$ cat src/rtl/dpram_wr_ctrl.sv
// dpram_wr_ctrl: producer half of the two-port RAM write/read pair.
// Writes frames of DEPTH words at addresses 0..DEPTH-1 on RAM port A
// (data = frame seed + address, modulo 2^DATA_W). After each frame it
// pulses frame_done, then waits until the reader acknowledges with rd_done.
//
// Handshake: start is a level-sensitive enable. It is sampled only in IDLE,
// and again on the cycle that rd_done is accepted. A frame that has begun
// always runs to completion. rd_done is a single-cycle pulse that counts
// only while the controller sits in WAIT_ACK; at any other time it is
// dropped and never remembered. Each accepted rd_done advances the seed and
// frame_cnt exactly once.
module dpram_wr_ctrl #(
  parameter int ADDR_W     = 5,
  parameter int DATA_W     = 8,
  parameter int DEPTH      = 32,
  parameter int DATA_START = 0
) (
  input  logic              sys_clk,
  input  logic              sys_rst,
  input  logic              start,
  input  logic              rd_done,
  output logic              ram_wr_en,
  output logic [ADDR_W-1:0] ram_wr_addr,
  output logic [DATA_W-1:0] ram_wr_data,
  output logic              frame_done,
  output logic              busy,
  output logic [7:0]        frame_cnt,
  output logic [1:0]        dbg_state
);

  localparam logic [ADDR_W-1:0] LAST_ADDR = ADDR_W'(DEPTH - 1);
  localparam logic [DATA_W-1:0] SEED_INIT = DATA_W'(DATA_START);

  typedef enum logic [1:0] {
    IDLE     = 2'd0,
    WRITE    = 2'd1,
    WAIT_ACK = 2'd2
  } state_t;

  state_t            state;
  state_t            state_nxt;
  logic [DATA_W-1:0] seed;
  logic [DATA_W-1:0] seed_nxt;
  logic [ADDR_W-1:0] addr_nxt;
  logic [DATA_W-1:0] data_nxt;
  logic              last_word;
  logic              ack;

  // While in WRITE, ram_wr_addr holds the address being written this cycle,
  // so it doubles as the word counter for the frame.
  assign last_word = (state == WRITE) && (ram_wr_addr == LAST_ADDR);
  assign ack       = (state == WAIT_ACK) && rd_done;
  assign dbg_state = state;

  // Next-state, next-address and next-seed decode.
  always_comb begin
    state_nxt = state;
    addr_nxt  = '0;
    seed_nxt  = seed;
    case (state)
      IDLE: begin
        if (start) begin
          state_nxt = WRITE;
        end
      end
      WRITE: begin
        if (last_word) begin
          state_nxt = WAIT_ACK;
        end else begin
          addr_nxt = ram_wr_addr + 1'b1;
        end
      end
      WAIT_ACK: begin
        if (rd_done) begin
          seed_nxt  = seed + 1'b1;
          state_nxt = start ? WRITE : IDLE;
        end
      end
      default: begin
        state_nxt = IDLE;
      end
    endcase
  end

  // Write data for the next cycle. The seed used here is the post-ack seed,
  // so a back-to-back frame starts directly from the advanced seed. The
  // bus reads zero whenever no write is in progress.
  always_comb begin
    data_nxt = '0;
    if (state_nxt == WRITE) begin
      data_nxt = seed_nxt + DATA_W'(addr_nxt);
    end
  end

  // State, seed and every output are registered. They are all derived from
  // the next-state decode so that a write becomes visible on the same edge
  // that enters or continues WRITE.
  always_ff @(posedge sys_clk or posedge sys_rst) begin
    if (sys_rst) begin
      state       <= IDLE;
      seed        <= SEED_INIT;
      ram_wr_en   <= 1'b0;
      ram_wr_addr <= '0;
      ram_wr_data <= '0;
      frame_done  <= 1'b0;
      busy        <= 1'b0;
      frame_cnt   <= 8'd0;
    end else begin
      state       <= state_nxt;
      seed        <= seed_nxt;
      ram_wr_en   <= (state_nxt == WRITE);
      ram_wr_addr <= addr_nxt;
      ram_wr_data <= data_nxt;
      frame_done  <= last_word;
      busy        <= (state_nxt != IDLE);
      if (ack) begin
        frame_cnt <= frame_cnt + 8'd1;
      end
    end
  end

endmodule

$ cat config.mk
export PLATFORM = sky130hd
export DESIGN_NAME = dpram_wr_ctrl
export DESIGN_NICKNAME = d
export VERILOG_FILES = /design/src/rtl/dpram_wr_ctrl.sv
export SDC_FILE = /design/constraint.sdc
export NUM_CORES = 1
export LEC_CHECK = 0
export BUFFER_PORTS_ARGS = -buffer_cell sky130_fd_sc_hd__buf_4
export CORE_ASPECT_RATIO = 0.7
export CORE_MARGIN = 5
export CORE_UTILIZATION = 25
export DETAILED_ROUTE_END_ITERATION = 16
export GPL_ROUTABILITY_DRIVEN = 0
export GPL_TIMING_DRIVEN = 0
export SYNTH_ARGS = -nofsm -noshare
export SYNTH_HDL_FRONTEND = slang
export SYNTH_SLANG_ARGS = --single-unit
$ cat constraint.sdc
create_clock -name sys_clk -period 3.09 [get_ports sys_clk]
set_clock_uncertainty 0.05 [all_clocks]
set_input_delay 0.309 -clock sys_clk [delete_from_list [all_inputs] [get_ports sys_clk]]
set_output_delay 0.309 -clock sys_clk [all_outputs]
set_load 0.005 [all_outputs]
; After elaboration in Yosys (flattened, before gate mapping)
; Index checks and enable logic that the tools add are counted.
; Widths: inputs -> output; s select.
[word_totals]
elab_cells = 30
latchBits = 0
ramBits = 0
romBits = 0
regBits = 34
memories = 0
output_inout_bits = 26
[op_classes]
n_mux = 10
n_shift = 0
eq_ne = 4
bitwise = 0
reduce_logical = 4
multipliers = 0
addsub = 4
order_cmp = 0
div_mod_pow = 0
[ops]
columns = operator, count
row1 = $mux 8, 3
row2 = $add 8x1->8 const B, 2
row3 = $mux 5, 2
row4 = $add 8x5->8, 1
row5 = $mux 2, 3
row6 = $pmux 2 s3, 1
row7 = $add 5x1->5 const B, 1
row8 = $eq 5x5->1 const B, 1
row9 = $eq 2x1->1 const B, 2
row10 = $eq 2x2->1 const B, 1
row11 = $logic_and 1x1->1, 2
row12 = $logic_not 2->1, 1
row13 = $reduce_bool 2->1, 1
row14 = $mux 1, 1

; Logic depth before layout (Yosys ltp)
[logic_depth]
ltp_word = 6
mapped_depth = 13

; Worst setup path before layout
; Ideal clock, no wire load.
[synth_timing]
path_kind = register to register
startpoint = reg ram_wr_addr[0]
endpoint = reg ram_wr_data[6]
arrival_ns = 2.441
n_path_buf = 0
stages_incl_launch_ff = 14
setup_slack_ns = 0.473
setup_time_ns = 0.126
period_less_slack_ns = 2.617
path_cell_list = dfrtp_1 -> ha_1 -> and3_1 -> ha_1 -> nand2b_1 -> nor2_1 -> ha_1 -> inv_1 -> fa_1 -> nor2b_1 -> o21a_1 -> o21a_1 -> o21bai_1 -> mux2i_1
[synth_between]
elab_chain_len = 6
word_cells_on_any_way = 10
[synth_lines]
columns = item, line_no
row1 = from (decl), 23  ; output logic [ADDR_W-1:0] ram_wr_addr,
row2 = from (signal assigned), 112  ; ram_wr_addr <= addr_nxt;
row3 = branches (longest 2 deep; another with $add 5x1->5), -
row4 = $mux 5 *, 67  ; if (last_word) begin
row5 = $mux 5 *, 60  ; case (state)
row6 = net addr_nxt[0], 44  ; logic [ADDR_W-1:0] addr_nxt;
row7 = $add 8x5->8 *, 91  ; data_nxt = seed_nxt + DATA_W'(addr_nxt);
row8 = $mux 8 *, 90  ; if (state_nxt == WRITE) begin
row9 = net data_nxt[6], 45  ; logic [DATA_W-1:0] data_nxt;
row10 = to (signal assigned), 113  ; ram_wr_data <= data_nxt;
row11 = to (decl), 24  ; output logic [DATA_W-1:0] ram_wr_data,
; Mark *: on every way through the listed nets, which the timed path passes.
; A chain may end at the register's enable or synchronous reset.

; Final worst setup path
; Ends and elaborated chain as after synthesis.

==> metrics.json <==
{
  "result_of_the_run": {"value": "completed"},
  "drive_above_1_share": {"value": 23.9, "unit": "%"},
  "synth.net_count": {"value": 154},
  "rows": {"value": 24},
  "grt-ovfl-total": {"value": 0},
  "worstPathArrival": {"value": 2980, "unit": "ps"},
  "peakVddDrop": {"value": 0.000225, "unit": "V"},
  "most_common_cell_after_layout_fill_and_taps_aside": {"value": "sky130_fd_sc_hd__dfrtp_1"},
  "dr.pass1.iters": {"value": 4},
  "maxCapViolCount": {"value": 0},
  "cts_post_setup_buffers_inserted": {"value": 0},
  "timing_worst_setup_path_type": {"value": "register to register"},
  "timing.setup.tns": {"value": 0, "unit": "ps"},
  "fin_nets": {"value": 190},
  "synth_flop_cell": {"value": "sky130_fd_sc_hd__dfrtp_1"},
  "drcViolationCount": {"value": 0},
  "floorplan.initialDensity": {"value": 25.5, "unit": "%"},
  "antenna_cells_inserted": {"value": 0},
  "synth_enable_flop_cells": {"value": 0},
  "critical_path_fanouts_max": {"value": 4},
  "design.die.area": {"value": 0.00798, "unit": "sq mm"},
  "design_power_total": {"value": 1.45, "unit": "mW"},
  "detail_route.vias_per_cell": {"value": 4.13},
  "mappedNetlistArea": {"value": 0.00157, "unit": "sq mm"},
  "boundaryPins": {"value": 30},
  "wirelength_met1": {"value": 1.66, "unit": "mm"},
  "most_frequent_cells_in_the_layout": {"value": "sky130_fd_sc_hd__dfrtp_1, sky130_fd_sc_hd__buf_4, sky130_fd_sc_hd__nand2_1, sky130_fd_sc_hd__xnor2_1"},
  "core_area": {"value": 0.00616, "unit": "sq mm"},
  "clock_latency_late_sink": {"value": 270, "unit": "ps"},
  "route.met3.wl": {"value": 225, "unit": "um"},
  "cts.hold.buffers_added": {"value": 0},
  "io_buffer_count": {"value": 29},
  "max_freq": {"value": 348, "unit": "MHz"},
  "worst_slew_margin_rel": {"value": 52.8, "unit": "%"},
  "clockBufferDepth": {"value": 2},
  "cts_made_buffers": {"value": 5},
  "postPlaceCellArea": {"value": 0.00188, "unit": "sq mm"},
  "initialDrtViolationCount": {"value": 61},
  "min-delay-path-class": {"value": "input port to async pin"},
  "fp.dieW": {"value": 105, "unit": "um"},
  "synth-warning-count": {"value": 0},
  "syn2layout_area_growth": {"value": 27.3, "unit": "%"},
  "synthesis.instances": {"value": 140},
  "globalRouteTotalUtil": {"value": 8.38, "unit": "%"},
  "grt_pass1_wl": {"value": 5.38, "unit": "mm"},
  "final_cells": {"value": 254},
  "post_drt_wl_per_cell": {"value": 12.5, "unit": "um"},
  "async_reset_ff_share": {"value": 100, "unit": "%"},
  "ys_seq_area_share": {"value": 54.3, "unit": "%"},
  "cts_tree": {"value": "done"},
  "syn-mean-instance-area": {"value": 11.2, "unit": "sq um"},
  "layout_worst_path_cycle_share": {"value": 93.0, "unit": "%"},
  "ys_seq_elements": {"value": 34},
  "slew_violations": {"value": 0},
  "critPathCaptureType": {"value": "register"},
  "worst_setup_hold_path_clk_slew": {"value": 70, "unit": "ps"},
  "number_of_levels_in_the_clock_h_tree": {"value": 2},
  "period_needed": {"value": 2870, "unit": "ps"},
  "crit_required": {"value": 3190, "unit": "ps"},
  "grt_pass1_vias": {"value": 1062},
  "dpl.hpwl": {"value": 2.38, "unit": "mm"},
  "rsz0062_at_grt": {"value": "no"},
  "antenna_left": {"value": 0},
  "met2WireLength": {"value": 1.28, "unit": "mm"},
  "number_of_antenna_violations_at_the_first_check_in_global_routing": {"value": 0},
  "worst_setup_path_start_kind": {"value": "register"},
  "layout.cell_area.non_filler": {"value": 0.00200, "unit": "sq mm"},
  "dieHeight": {"value": 76.3, "unit": "um"},
  "highest-signal-layer": {"value": "met4"},
  "fin_hold_ws": {"value": 101, "unit": "ps"},
  "postCtsResizedCells": {"value": 0},
  "clock-sinks": {"value": 34},
  "setup_viol": {"value": 0},
  "power.leakage": {"value": 1.01, "unit": "nW"},
  "finalHoldViolCount": {"value": 0},
  "powerDensity": {"value": 728, "unit": "mW/mm^2"},
  "tightestPinTransition": {"value": 706, "unit": "ps"},
  "synth.lib_cells_used.distinct": {"value": 31},
  "route.final.wire_length": {"value": 3.18, "unit": "mm"},
  "routed-via-count": {"value": 1048},
  "root_buffer_cell": {"value": "sky130_fd_sc_hd__clkbuf_8"},
  "number_of_placed_instances_with_taps_included": {"value": 247},
  "grt_start_max_net_pins": {"value": 35}
}
[synthesized netlist by cell type (2+ instances only)]
master	instances	area share [%]
sky130_fd_sc_hd__dfrtp_1	34	54
sky130_fd_sc_hd__nand2_1	16	3.8
sky130_fd_sc_hd__xnor2_1	11	6.1
sky130_fd_sc_hd__inv_1	10	2.4
sky130_fd_sc_hd__ha_1	9	7.2
sky130_fd_sc_hd__nor2_1	7	1.7
sky130_fd_sc_hd__xor2_1	6	3.4
sky130_fd_sc_hd__nand4_1	5	2.0
sky130_fd_sc_hd__nor3_1	5	1.6
sky130_fd_sc_hd__and2_1	4	1.6
sky130_fd_sc_hd__nand3_1	4	1.3
sky130_fd_sc_hd__a211oi_1	2	0.96
sky130_fd_sc_hd__a21oi_1	2	0.64
sky130_fd_sc_hd__and3_1	2	0.80
sky130_fd_sc_hd__and4_1	2	1.1
sky130_fd_sc_hd__nand2b_1	2	0.80
sky130_fd_sc_hd__nor2b_1	2	0.80
sky130_fd_sc_hd__o21a_1	2	0.96
sky130_fd_sc_hd__o21ai_0	2	0.64
sky130_fd_sc_hd__o21bai_1	2	0.96
[routing by layer]
layer | track usage (%) | vias up
li1 | - | 545
met1 | 12.4 | 474
met2 | 10.9 | 27
met3 | 3.64 | 2
met4 | 2.30 | 0
met5 | 0 | -
[sequential cells by signal, summed over array words and instances, names as in the netlist]
register and cells:
dbg_state 2, busy 1, seed 8, ram_wr_en 1, frame_done 1, frame_cnt 8
ram_wr_data 8, ram_wr_addr 5
[layout make-up]
cell class / count / area (sq um)
plain buffers: 1 / 5.00
clock inverters: 1 / 30.0
multi-input cells: 95 / 674
inverters: 10 / 37.5
repair buffers: 29 / 218
fillers: 621 / 4160
clock buffers: 6 / 82.6
well taps: 78 / 97.6
flip-flops and latches: 34 / 851
[path summary, 6_finish.rpt]
| path | from | end | slack, ps | cells past startpoint |
|---|---|---|---|---|
| setup / recovery | ram_wr_addr[0]$_DFF_PP0_ | ram_wr_data[6]$_DFF_PP0_ | 220 | 13 |
| hold / removal | sys_rst | ram_wr_data[1]$_DFF_PP0_ | 100 | 2 |
| setup reg to reg | ram_wr_addr[0]$_DFF_PP0_ | ram_wr_data[6]$_DFF_PP0_ | 220 | 13 |
| hold reg to reg | frame_cnt[7]$_DFFE_PP0P_ | frame_cnt[7]$_DFFE_PP0P_ | 420 | 1 |
| max in group asynchronous | sys_rst | ram_wr_data[7]$_DFF_PP0_ | 2430 | 2 |
| min in group sys_clk | rd_done | dbg_state[1]$_DFF_PP0_ | 230 | 2 |
[critical path, cell delays in order, from the launching register on]
cell	delay, ps
sky130_fd_sc_hd__dfrtp_1	410
sky130_fd_sc_hd__ha_1	230
sky130_fd_sc_hd__and3_1	150
sky130_fd_sc_hd__ha_1	200
sky130_fd_sc_hd__nand2b_1	190
sky130_fd_sc_hd__nor2_1	160
sky130_fd_sc_hd__ha_1	210
sky130_fd_sc_hd__inv_1	60
sky130_fd_sc_hd__fa_1	410
sky130_fd_sc_hd__nor2b_1	190
sky130_fd_sc_hd__o21a_1	160
sky130_fd_sc_hd__o21a_1	130
sky130_fd_sc_hd__o21bai_1	80
sky130_fd_sc_hd__mux2i_1	130
[power breakdown]
| part | switching (mW) | leakage, nW | internal, mW |
|---|---|---|---|
| clock | 0.154 | 0.0573 | 0.258 |
| sequential | 0.0504 | 0.440 | 0.526 |
| combinational | 0.235 | 0.514 | 0.229 |
| total | 0.439 | 1.01 | 1.01 |
[through the flow]
stage | utilization, % | worst slack [ps]
final | 32.4 | 216
after global routing | 32.4 | 4.86
after CTS | 32.4 | 185
after detailed placement | 30.6 | 222
after global placement | 30.6 | 247
after floorplan | - | 473
[cell families (layout without fill, tap and decap cells)]
| family | Yosys count | count (layout) | share of synthesized area (%) |
|---|---|---|---|
| compound gates | 13 | 13 | 5.91 |
| xor+xnor | 17 | 17 | 9.50 |
| fa+ha+maj | 10 | 10 | 8.46 |
| buf+inv | 11 | 47 | 2.71 |
| flops | 34 | 34 | 54.3 |
| mux | 1 | 1 | 0.638 |
| simple gates | 54 | 54 | 18.5 |
No activity file was read; power rests on OpenSTA's default activity.
